$ cat config.mk
export PLATFORM = sky130hd
export DESIGN_NAME = tinyalu_arbiter
export DESIGN_NICKNAME = d
export VERILOG_FILES = /design/src/rtl/tinyalu_pkg.sv /design/src/rtl/tinyalu_rr_arb.sv /design/src/rtl/tinyalu_arbiter.sv
export SDC_FILE = /design/constraint.sdc
export NUM_CORES = 1
export LEC_CHECK = 0
export ABC_AREA = 0
export BUFFER_PORTS_ARGS = -buffer_cell sky130_fd_sc_hd__buf_2
export CORE_UTILIZATION = 32
export CTS_CLUSTER_SIZE = 10
export DETAILED_ROUTE_END_ITERATION = 12
export REMOVE_ABC_BUFFERS = 1
export SYNTH_ARGS = -nofsm -noshare
export SYNTH_HDL_FRONTEND = slang
export SYNTH_HIERARCHICAL = 1
export SYNTH_SLANG_ARGS = --single-unit
$ cat constraint.sdc
create_clock -name clk -period 2 [get_ports clk]
set_clock_uncertainty 0.1 [all_clocks]
set_input_delay 0.1 -clock clk [delete_from_list [all_inputs] [get_ports clk]]
set_output_delay 0.1 -clock clk [all_outputs]
set_load 0.01 [all_outputs]
$ cat src/rtl/tinyalu_pkg.sv
// Shared types for the TinyALU request arbiter.
// Opcode/state enums, timeout default and opcode classification.
package tinyalu_pkg;

    localparam int TIMEOUT_CYC_DEF = 31;

    typedef enum logic [2:0] {
        NO_OP  = 3'b000,
        ADD_OP = 3'b001,
        AND_OP = 3'b010,
        XOR_OP = 3'b011,
        MUL_OP = 3'b100
    } operation_t;

    typedef enum logic [1:0] {
        IDLE,
        BUSY,
        RESP
    } state_t;

    function automatic logic is_alu_op(input logic [2:0] op);
        return (op == ADD_OP) || (op == AND_OP) ||
               (op == XOR_OP) || (op == MUL_OP);
    endfunction

    function automatic logic is_illegal(input logic [2:0] op);
        return op > MUL_OP;
    endfunction

endpackage

$ cat src/rtl/tinyalu_rr_arb.sv
// Two-way round-robin grant; ptr holds the last requester served.
// On a tie the requester that is not ptr wins.
module tinyalu_rr_arb
(
    input  logic       clk,
    input  logic       reset,
    input  logic       en,
    input  logic [1:0] req,
    input  logic       upd,
    input  logic       upd_id,
    output logic [1:0] gnt
);

    logic ptr;

    always_ff @(posedge clk) begin
        if (reset) begin
            ptr <= 1'b1;
        end else if (upd) begin
            ptr <= upd_id;
        end
    end

    always_comb begin
        gnt = 2'b00;
        if (en) begin
            unique case (req)
                2'b01:   gnt = 2'b01;
                2'b10:   gnt = 2'b10;
                2'b11:   gnt = ptr ? 2'b01 : 2'b10;
                default: gnt = 2'b00;
            endcase
        end
    end

endmodule

$ cat src/rtl/tinyalu_arbiter.sv
// Shares one TinyALU between two requesters with round-robin
// grant, ALU timeout, and a held response per owner.
module tinyalu_arbiter
    import tinyalu_pkg::*;
#(
    parameter int TIMEOUT_CYC = TIMEOUT_CYC_DEF
)
(
    input  logic        clk,
    input  logic        reset,
    input  logic        req0_valid,
    output logic        req0_ready,
    input  logic [7:0]  req0_a,
    input  logic [7:0]  req0_b,
    input  logic [2:0]  req0_op,
    input  logic        req1_valid,
    output logic        req1_ready,
    input  logic [7:0]  req1_a,
    input  logic [7:0]  req1_b,
    input  logic [2:0]  req1_op,
    output logic        resp0_valid,
    input  logic        resp0_ready,
    output logic [15:0] resp0_result,
    output logic        resp0_err,
    output logic        resp1_valid,
    input  logic        resp1_ready,
    output logic [15:0] resp1_result,
    output logic        resp1_err,
    output logic        alu_start,
    output logic [2:0]  alu_op,
    output logic [7:0]  alu_a,
    output logic [7:0]  alu_b,
    input  logic        alu_done,
    input  logic [15:0] alu_result
);

    localparam int CW = $clog2(TIMEOUT_CYC + 1);

    state_t        state;
    state_t        state_n;
    logic [1:0]    gnt;
    logic          accept;
    logic          sel;
    logic [2:0]    sel_op;
    logic [7:0]    sel_a;
    logic [7:0]    sel_b;
    logic          owner;
    logic          owner_ready;
    logic          timeout_hit;
    logic [CW-1:0] cnt;
    logic [2:0]    op_q;
    logic [7:0]    a_q;
    logic [7:0]    b_q;
    logic [15:0]   result_q;
    logic          err_q;

    tinyalu_rr_arb u_rr (
        .clk    (clk),
        .reset  (reset),
        .en     (state == IDLE && !reset),
        .req    ({req1_valid, req0_valid}),
        .upd    (state == RESP && owner_ready),
        .upd_id (owner),
        .gnt    (gnt)
    );

    assign req0_ready  = gnt[0];
    assign req1_ready  = gnt[1];
    assign accept      = |gnt;
    assign sel         = gnt[1];
    assign sel_op      = sel ? req1_op : req0_op;
    assign sel_a       = sel ? req1_a  : req0_a;
    assign sel_b       = sel ? req1_b  : req0_b;
    assign owner_ready = owner ? resp1_ready : resp0_ready;
    // This BUSY cycle is the last one allowed; alu_done still wins it.
    assign timeout_hit = (cnt == CW'(TIMEOUT_CYC - 1));

    always_ff @(posedge clk) begin
        if (reset) begin
            state <= IDLE;
        end else begin
            state <= state_n;
        end
    end

    always_comb begin
        state_n = state;
        unique case (state)
            IDLE: begin
                if (accept) begin
                    state_n = is_alu_op(sel_op) ? BUSY : RESP;
                end
            end
            BUSY: begin
                if (alu_done || timeout_hit) begin
                    state_n = RESP;
                end
            end
            RESP: begin
                if (owner_ready) begin
                    state_n = IDLE;
                end
            end
            default: state_n = IDLE;
        endcase
    end

    always_ff @(posedge clk) begin
        if (reset) begin
            owner    <= 1'b0;
            op_q     <= '0;
            a_q      <= '0;
            b_q      <= '0;
            cnt      <= '0;
            result_q <= '0;
            err_q    <= 1'b0;
        end else begin
            unique case (state)
                IDLE: begin
                    if (accept) begin
                        owner    <= sel;
                        op_q     <= sel_op;
                        a_q      <= sel_a;
                        b_q      <= sel_b;
                        cnt      <= '0;
                        result_q <= '0;
                        err_q    <= is_illegal(sel_op);
                    end
                end
                BUSY: begin
                    if (alu_done) begin
                        result_q <= alu_result;
                        err_q    <= 1'b0;
                    end else if (timeout_hit) begin
                        result_q <= '0;
                        err_q    <= 1'b1;
                    end else begin
                        cnt <= cnt + CW'(1);
                    end
                end
                default: begin
                end
            endcase
        end
    end

    assign alu_start    = (state == BUSY);
    assign alu_op       = op_q;
    assign alu_a        = a_q;
    assign alu_b        = b_q;
    assign resp0_valid  = (state == RESP) && !owner;
    assign resp1_valid  = (state == RESP) && owner;
    assign resp0_result = result_q;
    assign resp1_result = result_q;
    assign resp0_err    = err_q;
    assign resp1_err    = err_q;

endmodule

**Word level (Yosys, flattened, before mapping)**

Cells that the tools add are included.

- $add $sub $neg: 1
- $lt $le $gt $ge: 1
- Equal/unequal tests: 16
- Multiplexer cells: 24
- Reduce and logical (&&, ||, !) cells: 17

Operators with widths:

| kind | number |
|---|---|
| $mux W16 | 3 |
| $pmux W16 S2 | 1 |
| $mux W8 | 2 |
| $mux W5 | 3 |
| $mux W2 | 6 |
| $pmux W2 S3 | 2 |
| $pmux W5 S2 | 1 |
| $ne A2 B2 Y1 const B | 4 |
| $eq A2 B2 Y1 const B | 3 |
| $eq A3 B2 Y1 const B | 2 |
| $reduce_and A3 Y1 | 2 |
| $add A5 B1 Y5 const B | 1 |
| $eq A5 B5 Y1 const B | 1 |
| $eq A2 B1 Y1 const B | 2 |
| $logic_and A1 B1 Y1 | 4 |
| $logic_or A1 B1 Y1 | 4 |
| $mux W1 | 4 |
| $reduce_and A4 Y1 | 1 |
| $eq A3 B1 Y1 const B | 1 |
| $eq A3 B3 Y1 const B | 1 |
| $gt A3 B3 Y1 const B | 1 |
| $mux W3 | 1 |
| $ne A3 B1 Y1 const B | 1 |
| $logic_not A1 Y1 | 2 |
| 6 further kinds | 6 |

- Flip-flop bits (word level): 45
- Bits of input ports: 61
- Output and inout bits: 58
- Word-level logic and storage cells: 68

**Depth between registers and ports, before layout**

- Depth after elaboration: 11
- Mapped depth: 11
- Depth with buffers taken out: 7

**Hierarchy**

The synthesis kept the hierarchy.

Modules (own cells, without submodules):

| module | instances | cells an instance | area an instance (um^2) | seq. area each (um^2) |
|---|---|---|---|---|
| tinyalu_arbiter | 1 | 230 | 2122.0 | 880.8 |
| tinyalu_rr_arb | 1 | 9 | 61.3 | 20.0 |

**Least setup slack after synthesis**

No wires, ideal clock.

- Path type: register -> register
- From: register state[0]
- To: register result_q[0], in the netlist resp0_result[0]
- Setup time: 128 ps
- Data arrival time: 2111 ps
- Data required time: 1772 ps
- Slack: -338 ps
- Stages on the path, launching flop included: 12
- Buffers on the path: 4
- Period minus slack after synthesis: 2338 ps
- Cell sequence: dfxtp_1 buf_2 nor3_1 nand2_1 a21oi_1 buf_2 nor3_1 a311o_1 buf_6 buf_6 a22oi_1 nor2_1

- Word-level cells in the longest chain between the ends: 6
- Elaborated cells between the ends (all ways): 10
- Those cells by class: eq/ne: 3; mux: 2; reduce/logical: 5

Ends and longest elaborated chain:

| item | line | text |
|---|---|---|
| start: declaration | tinyalu_arbiter.sv:39 | `state_t state;` |
| start signal: assignment | tinyalu_arbiter.sv:82 | `state <= state_n;` |
| $logic_not A2 Y1 | tinyalu_arbiter.sv:60 | `.en (state == IDLE && !reset),` |
| $logic_and A1 B1 Y1 | tinyalu_arbiter.sv:60 |  |
| $mux W2 | tinyalu_rr_arb.sv:26 | `if (en) begin` |
| named net req1_ready | tinyalu_arbiter.sv:17 | `output logic req1_ready,` |
| $reduce_or A2 Y1 | tinyalu_arbiter.sv:69 | `assign accept = \|gnt;` |
| $ne A2 B2 Y1 (no source line) | -- |  |
| $reduce_and A3 Y1 (no source line) | -- |  |
| end signal: assignment | tinyalu_arbiter.sv:132 | `result_q <= alu_result;` |
| end: declaration | tinyalu_arbiter.sv:54 | `logic [15:0] result_q;` |

The timed path passes the listed nets, and every way through them passes these cells.
A chain may end at the register's enable or synchronous reset.

**Final worst setup path**

- From: register state[1]
- To: register cnt[3]

- Word-level cells in the longest chain between the ends: 6
- Elaborated cells between the ends (all ways): 11
- Those cells by class: eq/ne: 4; mux: 2; reduce/logical: 5

Ends and longest elaborated chain:

| item | line | text |
|---|---|---|
| $logic_not A2 Y1 | tinyalu_arbiter.sv:60, tinyalu_arbiter.sv:118 |  |
| $logic_and A1 B1 Y1 | tinyalu_arbiter.sv:60 |  |
| $mux W2 | tinyalu_rr_arb.sv:26 |  |
| $reduce_or A2 Y1 | tinyalu_arbiter.sv:69 |  |
| $ne A2 B2 Y1 (no source line) | -- |  |
| $reduce_and A4 Y1 (no source line) | -- |  |
| end signal: assignment | tinyalu_arbiter.sv:138 | `cnt <= cnt + CW'(1);` |
| end: declaration | tinyalu_arbiter.sv:50 | `logic [CW-1:0] cnt;` |

Parallel ways exist; a longest one is shown, timed or not.

==> flow_metrics.tcl <==
set metrics [dict create \
    route.detailed.drc 3 \
    cts_htree_levels 2 \
    syn_to_final_growth_pct 43.8 \
    min_path_type "primary input to register" \
    die_width_um 84.6 \
    powerDensity_nw_per_um2 1020 \
    clockRootBuffer "clkbuf_8" \
    final_util_pct 48.6 \
    cts_tree "yes" \
    grt_overflow 0 \
    synth_area_um2 2180 \
    yosysWarnings 6 \
    via_per_inst 4.79 \
    post-place-ws_ps -51.1 \
    grt_pass1_vias 1852 \
    grt_start_max_net_pins 44 \
    hold_viol 0 \
    place_hpwl_mm 3.70 \
    placeableCoreArea_um2 6460 \
    hold_path_depth 3 \
    cp_data_arrival_time_ps 2060 \
    worst_slack_ps 80.5 \
    finalSetupTns_ps 0 \
    drive_gt1_share_pct 45.8 \
    violations "design-rule violations" \
    drv_cap 0 \
    cts_buffers 5 \
    final_nets 427 \
    drtIter0Drc 83 \
    max_freq_mhz 521 \
    clk_pin_slew_ps 90 \
    startpoint_type "register" \
    wl_per_cell_um 12.5 \
    clock_latency_ps 300 \
    wl_mm 5.53 \
    fin_area_um2 3140 \
    seq_area_frac_synth_pct 41.3 \
    synth.distinct_cells 41 \
    finalHoldWorstSlack_ps 26.2 \
    drtAntennaViolNets 0 \
    synthCells 239 \
    antenna_found_initial 0 \
    grt_pass1_wl_mm 8.64 \
    pin_count 119 \
    die_height_um 84.6 \
    synth_seq_cells 45 \
    cp_max_fo 3 \
    fp-row-count 29 \
    finalMaxSlewViolations 0 \
    die_area_um2 7160 \
    leakagePower_nw 1.45 \
    setup_viol 0 \
    reg2reg_depth 8 \
    outcome "complete, but fails checks" \
    clock_sinks 45 \
    synth_ff_type "dfxtp_1" \
    ctsLongestPathBuffers 2 \
    via_count 2116 \
    drtPass1Iterations 10 \
    syn_area_per_cell_um2 9.14 \
    port_buffers 118 \
    critPathCaptureType "register" \
    crit_type "register to register" \
    place_congestion 0.774 \
    required_ps 2140 \
    relSlewSlack_pct 49.8 \
    async_flop_share_pct 0 \
    grt.total_usage_pct 15.0 \
    n_antenna_cell 0 \
    fin_crit_ps 1920 \
    placed_area_um2 2770 \
    initial_core_util_pct 33.8 \
    max-vdd-ir-drop_v 0.000422 \
    synth_edf_count 0 \
    post-route-period-util_pct 96.0 \
    tightest_slew_ps 752 \
]
## report_power, final
group	internal, mW	switching, mW	total [mW]
Sequential	1.07	0.101	1.17
Clock	0.248	0.321	0.569
Combinational	0.697	0.762	1.46
Total	2.02	1.18	3.20
## cells by family after synthesis
group	count (synthesis)	synth area share, %
AO/OA/AOI/OAI	54	18.5
AND/OR/NAND/NOR	75	17.2
buffers and inverters	42	12.3
flip-flops	45	41.3
multiplexers	21	9.63
adder cells (fa/ha/maj)	2	1.15
## routing by layer
metal  global-route usage, %  up-vias  share of wire (%)
li1                        -     1077                  -
met1                    18.1      968                 45
met2                    26.0       63                 49
met3                    4.13        8                5.0
met4                    4.62        0                1.1
met5                       0        -                  0
## registers in the layout (all words and copies together), names as in the netlist
signal and cells:
alu_a 8, alu_b 8, alu_op 3, cnt 5, owner 1, resp0_err 1
resp0_result 16, state 2, u_rr/ptr 1
## path summary, 6_finish.rpt
path	endpoint	slack (ps)	startpoint
setup / recovery	cnt[3]	80	state[1]
hold / removal	alu_b[4]	30	req0_b[4]
setup reg to reg	cnt[3]	80	state[1]
hold reg to reg	alu_a[1]	400	alu_a[1]
## cell usage after synthesis, drive strengths merged (3+ instances only)
library cell	n	area, um^2
o21ai	3	15.0
inv	6	22.5
dfxtp	45	901
or2	3	18.8
a211oi	20	155
clkbuf	5	18.8
nand2	4	15.0
a22oi	17	133
a21oi	5	25.0
nand2b	4	32.5
nor2	43	166
mux2i	21	210
buf	30	218
nor3	7	35.0
## cells in the final DEF (no fill, tap or decap), types with 3 or more instances in the layout
cell type,n
inv_1,6
clkbuf_8,5
mux2i_1,20
nand2_1,4
nor2_2,3
a211oi_1,18
a22oi_2,4
dfxtp_1,45
dlygate4sd3_1,16
nor3_1,6
a21oi_1,3
nor2_1,40
buf_4,14
buf_2,118
nand2b_1,3
a22oi_1,13
o21ai_0,3
## worst max-delay path, stage by stage, from the launching register on
cell and delay (ps):
dfxtp_1 330, nor3_2 180, buf_4 140, nand2_1 60, a21oi_2 150, or2_1 190
a22oi_2 90, or4_1 510, a21boi_1 120
## layout make-up
class / instances / area [um^2]
Clock buffer: 5 / 68.8
Tap cell: 77 / 96.3
Inverter: 7 / 31.3
Multi-Input combinational cell: 152 / 1080
Fill cell: 653 / 3320
Timing Repair Buffer: 153 / 943
Sequential cell: 45 / 901
Clock inverter: 3 / 21.3
## metrics by stage
stage	cells	total power [mW]
after floorplan	204	1.93
after global placement	412	2.49
after detailed placement	412	2.50
after CTS	436	3.12
after global routing	442	3.44
final	442	3.20
## repair_timing
action / in CTS / in global routing
setup endpoints to repair: 40 / 42
pin swaps: 0 / 6
resized for setup: 3 / 11
hold endpoints to repair: 16 / 0
hold buffers: 16 / 0
gates cloned: 0 / 1
setup buffers: 0 / 5
Note: power is estimated with default switching activity, not from simulation.
